File: config.mk
export PLATFORM = sky130hd
export DESIGN_NAME = dff_load_arbiter
export DESIGN_NICKNAME = d
export VERILOG_FILES = /design/src/rtl/dff_load_arbiter.sv
export SDC_FILE = /design/constraint.sdc
export NUM_CORES = 1
export LEC_CHECK = 0
export ABC_AREA = 1
export ABC_CLOCK_PERIOD_IN_PS = 2000
export BUFFER_PORTS_ARGS = -buffer_cell sky130_fd_sc_hd__buf_2
export CAP_MARGIN = 20
export CORE_ASPECT_RATIO = 1.5
export CORE_MARGIN = 2
export CORE_UTILIZATION = 49
export CTS_CLUSTER_SIZE = 25
export DETAILED_ROUTE_END_ITERATION = 16
export PLACE_DENSITY = 0.8
export SYNTH_ARGS = -nofsm -noshare
export SYNTH_HDL_FRONTEND = slang
export SYNTH_SLANG_ARGS = --single-unit
File: constraint.sdc
create_clock -name clk -period 2 [get_ports clk]
set_clock_uncertainty 0.05 [all_clocks]
set_input_delay 0.2 -clock clk [delete_from_list [all_inputs] [get_ports clk]]
set_output_delay 0.2 -clock clk [all_outputs]
set_load 0.02 [all_outputs]
File: src/rtl/dff_load_arbiter.sv
// Round-robin sequencer that shares one load-enabled register bank among NREQ writers.
// Each transfer is a one-cycle load, a readback check, then ack and a wait for the winner to drop req.
module dff_load_arbiter #(
    parameter int NREQ  = 4,
    parameter int WIDTH = 8,
    localparam int IDW  = $clog2(NREQ)
) (
    input  logic                  clk,
    input  logic                  reset,
    input  logic [NREQ-1:0]       req,
    input  logic [NREQ*WIDTH-1:0] wdata,
    input  logic [WIDTH-1:0]      reg_q,
    output logic                  reg_load,
    output logic [WIDTH-1:0]      reg_d,
    output logic [NREQ-1:0]       gnt,
    output logic [NREQ-1:0]       ack,
    output logic                  err,
    output logic                  busy,
    output logic [IDW-1:0]        last_id
);

    typedef enum logic [1:0] {
        S_IDLE,
        S_LOAD,
        S_CHECK,
        S_RELEASE
    } state_t;

    state_t            r_state;
    logic [IDW-1:0]    r_ptr;
    logic [IDW-1:0]    r_last_id;
    logic              r_load;
    logic [WIDTH-1:0]  r_d;
    logic [NREQ-1:0]   r_gnt;
    logic [NREQ-1:0]   r_ack;
    logic              r_err;

    logic              w_found;
    logic [IDW-1:0]    w_sel;
    logic [WIDTH-1:0]  w_data;
    logic [NREQ-1:0]   w_onehot;

    function automatic logic [IDW-1:0] wrap_idx(input logic [IDW-1:0] base, input int off);
        int sum;
        sum = int'(base) + off;
        if (sum >= NREQ) sum = sum - NREQ;
        return IDW'(sum);
    endfunction

    // Search starts at r_ptr so the requester after the last winner has priority.
    always_comb begin
        w_found = 1'b0;
        w_sel   = '0;
        for (int k = 0; k < NREQ; k++) begin
            if (!w_found && req[wrap_idx(r_ptr, k)]) begin
                w_found = 1'b1;
                w_sel   = wrap_idx(r_ptr, k);
            end
        end
    end

    assign w_data   = wdata[int'(w_sel)*WIDTH +: WIDTH];
    assign w_onehot = NREQ'(1) << w_sel;

    always_ff @(posedge clk or negedge reset) begin
        if (!reset) begin
            r_state   <= S_IDLE;
            r_ptr     <= '0;
            r_last_id <= '0;
            r_load    <= 1'b0;
            r_d       <= '0;
            r_gnt     <= '0;
            r_ack     <= '0;
            r_err     <= 1'b0;
        end else begin
            case (r_state)
                S_IDLE: begin
                    if (w_found) begin
                        r_gnt     <= w_onehot;
                        r_last_id <= w_sel;
                        r_d       <= w_data;
                        r_load    <= 1'b1;
                        r_ptr     <= wrap_idx(w_sel, 1);
                        r_state   <= S_LOAD;
                    end
                end
                S_LOAD: begin
                    r_load  <= 1'b0;
                    r_state <= S_CHECK;
                end
                S_CHECK: begin
                    r_ack   <= r_gnt;
                    r_err   <= (reg_q != r_d);
                    r_state <= S_RELEASE;
                end
                S_RELEASE: begin
                    r_ack <= '0;
                    r_err <= 1'b0;
                    // Hold the grant until the winner lets go, so it cannot be re-granted back-to-back.
                    if (!req[r_last_id]) begin
                        r_gnt   <= '0;
                        r_state <= S_IDLE;
                    end
                end
                default: r_state <= S_IDLE;
            endcase
        end
    end

    assign reg_load = r_load;
    assign reg_d    = r_d;
    assign gnt      = r_gnt;
    assign ack      = r_ack;
    assign err      = r_err;
    assign last_id  = r_last_id;
    assign busy     = (r_state != S_IDLE);

endmodule

# Word-level counts from Yosys, hierarchy flattened
# Index checks and enable logic that the tools add are counted.
totals:
  regBits: 24
  latchBits: 0
  mem_bits_rw: 0
  mem_bits_ro: 0
  inputBits: 46
  out_inout_bits: 21
  word_cells: 83
  memories: 0
classes:
  n_addsub: 9
  multipliers: 0
  div: 0
  magnitude_cmp: 10
  n_eq_ne: 6
  shifts: 2
  n_mux: 33
  bitwise: 0
  n_reduce_logical: 15
op_table:
  columns: ["op", "count"]
  rows:
  - ["$shiftx A32 B6 Y8", 1]
  - ["$mux W2", 11]
  - ["$pmux W4 S2", 2]
  - ["$lt A2 B3 Y1 const B", 5]
  - ["$ge A3 B3 Y1 const B", 4]
  - ["$bmux W1 S2", 5]
  - ["$mux W1", 10]
  - ["$sub A2 B1 Y2 const B", 5]
  - ["$mux W4", 2]
  - ["$ne A8 B8 Y1", 1]
  - ["$pmux W2 S4", 1]
  - ["$reduce_bool A2 Y1", 4]
  - ["$add A2 B1 Y3 const B", 2]
  - ["$add A2 B2 Y3 const B", 2]
  - ["$reduce_and A2 Y1", 3]
  - ["$eq A2 B2 Y1 const B", 2]
  - ["$ne A2 B2 Y1 const B", 2]
  - ["$pmux W1 S2", 2]
  - ["$shl A1 B2 Y4 const A", 1]
  - ["$ge A2 B3 Y1 const B", 1]
  - ["$logic_and A1 B1 Y1", 3]
  - ["$logic_not A1 Y1", 3]
  - ["$reduce_and A3 Y1", 1]
  - ["$eq A2 B1 Y1 const B", 1]
  - ["$logic_not A2 Y1", 1]

# Depth between registers and ports, before layout
depth:
  depth_word: 17
  depth_mapped: 17
  ltp_nobuf: 15

# Least setup slack after synthesis
# Ideal clock, no wire load.
synth_timing:
  kind: "reg-to-reg"
  from: "register r_ptr[0]"
  to: "register r_d[2] (netlist: reg_d[2])"
  arrival_ns: 1.568
  required_time_ns: 1.833
  path_slack_ns: 0.266
  stages_incl_launch_ff: 17
  period_less_slack_ns: 1.734
  cell_sequence: "dfrtp_1 buf_6 inv_6 nand2_1 nand3_1 nand2_1 inv_1 nand2_1 nand2_2 nand3_2 buf_4 nand2_1 nand2_1 nand2_1 nand2_1 nand2_1 nand2_1"
synth_between:
  elab_chain_cells: 15
  word_cells_on_any_way: 39
synth_lines:
  columns: ["item", "line_no", "text"]
  rows:
  - ["start, declared", "30", "logic [IDW-1:0] r_ptr;"]
  - ["start signal, assigned", "83", "r_ptr <= wrap_idx(w_sel, 1);"]
  - ["branches (longest 15 deep; another with $add A2 B1 Y3)", null, null]
  - ["end signal, assigned", "81", "r_d <= w_data;"]
  - ["end, declared", "33", "logic [WIDTH-1:0] r_d;"]
# Parallel ways; which one is timed is not known. The select of a mux whose other input is x is not followed.
# A chain may end at the register's enable or synchronous reset.

# Worst setup path after layout
layout_timing:
  from: "register r_ptr[0]"
  to: "register r_d[6] (netlist: reg_d[6])"
# The elaborated chain is that of the path after synthesis.

==> results.ini <==
[drt]
ant_nets=0
drt_iter0_markers=35
vias_per_cell=5.14
vias=1963
drcViolationCount=0
routed_wl_um=4730
dr.pass1.iters=4
wl_per_cell_um=12.4

[global_route]
overflow=0
grtUsageTotal=0.237
gr-usage-met2=0.431
grt_max_degree=25
grt.busiest_layer=met2
grt_pass1_wl_um=7660
met3_usage=0.0195
antenna_found_initial=0
grt_use_met1=0.285
first_global_vias=1831

[floorplanning]
die_x_um=52.8
die_area_um2=4070
row_count=26
dieHeight_um=77.2
start_util=0.512
core-area_um2=3420
io-pin-count=67

[critical_path]
crit_required_ns=2.16
critPathKind=reg -> reg
cp_data_arrival_time_ns=2.12
path_max_fanout=8
setup.worst_path.end_class=flop
start_kind=flop

[synthesis]
netlist_instances=263
yosysUniqueCellTypes=24
seq_area_frac_synth=0.344
ys_seq_elements=24
avgSynthCellArea_um2=6.65
netlist_area_um2=1750
synthesis.nets=313
ys_warn_count=0

[hold_path]
holdCritPathClass=in -> reg

[placed_design]
io_buffers=66
placed_cells=371
place_area_um2=2160
post-dp-hpwl_um=3420
gp_congestion=0.881

[finish]
syn2layout_area_growth_pct=38.7
nFillCells=299
layout_commonest_cell=nand2_1
final_cells=382
design_area_um2=2420
regArea_um2=603
n_antenna_cell=0
nets=391
fin_util=0.710
post_route_cells_drive_above_1_share=0.368
layout_common_cells=116 x nand2_1, 66 x buf_2, 22 x dfrtp_1, 20 x nand2_2, 19 x nand4_1
multi_input_area_um2=1100

[clock_network]
htreeDepth=1
clk_latency_ns=0.26
cts_tree=done
cts.sink_count=24
path_clk_slew_ns=0.09
cts_root_buf=clkbuf_8
clk_path_buf_depth=2
cts_buffers=3

[power_and_ir_drop]
p_leak_nw=1.39
irDropWorstVdd_mv=1.53
power_density_nw_per_um2=2060
power_mw=5.00

[timing]
grt_setup_unrepaired=true
tightest_slew_ns=0.535
drv_slew=0
setup_violations=0
hold_viol_final=0
period_needed_ns=1.96
hold_ws_ns=0.244
relSlewSlack=0.643
timing.fmax_mhz=510
fin_crit_sh=0.981

[flow_run]
timing.max_cap.violations=0

[run_status]
status=finished clean

stage by stage:
step	setup TNS, ns	worst slack (ns)
2_1_floorplan	0	0.266
3_3_place_gp	0	0.107
3_5_place_dp	0	0.0628
4_1_cts	0	0.0555
5_1_grt	-0.590	-0.0747
6_report	0	0.0381
power by group:
group | switching (mW) | total [mW] | leakage, nW | internal [mW]
clock | 0.152 | 0.419 | 0.0357 | 0.267
sequential | 0.215 | 0.925 | 0.303 | 0.710
combinational | 2.20 | 3.66 | 1.05 | 1.46
total | 2.57 | 5.00 | 1.39 | 2.43
sequential cells by signal, indices dropped and copies added, names as in the netlist:
name,flops
reg_d,8
r_ptr,2
gnt,4
err,1
reg_load,1
r_state,2
last_id,2
ack,4
layer usage:
| layer | share of wire | routed length [um] |
|---|---|---|
| met3 | 0.053 | 250 |
| met5 | 0 | 0 |
| met1 | 0.39 | 1840 |
| met2 | 0.54 | 2560 |
| met4 | 0.017 | 79 |
cell usage after synthesis, drive strengths merged:
cell type / n / area (um^2)
a31oi: 1 / 6.26
nand2: 140 / 533
nand3: 14 / 92.6
a21oi: 1 / 5.00
buf: 9 / 62.6
o21ai: 15 / 75.1
nor2: 5 / 26.3
o31ai: 2 / 20.0
dfrtp: 24 / 601
nand4: 19 / 119
xnor2: 8 / 70.1
ha: 4 / 50.1
inv: 20 / 80.1
o21a: 1 / 7.51
cells by family after synthesis:
| family | after synthesis | synth area share |
|---|---|---|
| buffers and inverters | 29 | 0.0816 |
| DFF | 24 | 0.344 |
| AOI/OAI and AO/OA | 20 | 0.0651 |
| and+or+nand+nor | 178 | 0.441 |
| adders and majority gates | 4 | 0.0286 |
| xor gates and xnor gates | 8 | 0.0401 |
final timing paths:
check	startpoint	depth (start not counted)	to	slack [ns]
setup / recovery	r_ptr[0]$_DFFE_PN0P_	15	reg_d[6]$_DFFE_PN0P_	0.04
hold / removal	reg_q[0]	5	err$_DFFE_PN0P_	0.24
setup reg to reg	r_ptr[0]$_DFFE_PN0P_	15	reg_d[6]$_DFFE_PN0P_	0.04
hold reg to reg	gnt[0]$_DFFE_PN0P_	2	ack[0]$_DFFE_PN0P_	0.46
max in group asynchronous	reset	2	r_ptr[1]$_DFFE_PN0P_	1.12
min in group asynchronous	reset	2	last_id[1]$_DFFE_PN0P_	0.40
cell type report:
| cell class | instances | share of cell area |
|---|---|---|
| timing repair inverter | 1 | 0.00258 |
| inverter | 20 | 0.0330 |
| clock buffer | 3 | 0.0170 |
| sequential | 24 | 0.249 |
| clock inverter | 1 | 0.0124 |
| tap | 42 | 0.0217 |
| timing repair buffer | 81 | 0.210 |
| multi-input combinational | 210 | 0.454 |
critical path: stages (launching register included):
cell and delay, ns:
dfrtp_2 0.50, clkinv_4 0.11, nand2_1 0.12, nand2_4 0.08, nand2_2 0.07, nand2_2 0.06
nor2_4 0.16, nand3_4 0.16, nand3_4 0.13, clkbuf_16 0.17, nand2_1 0.05, nand2_1 0.05
nand2_1 0.05, nand2_1 0.06, nand2_1 0.05, nand2_1 0.05
repair_timing:
action                                  in CTS  in global routing
endpoints found under the hold margin       24                  0
endpoints found under the setup margin       0                 14
gates resized for setup                      0                 37
buffers inserted                             0                  3
hold buffers                                 1                  0
Note: power is estimated with default switching activity, not from simulation.
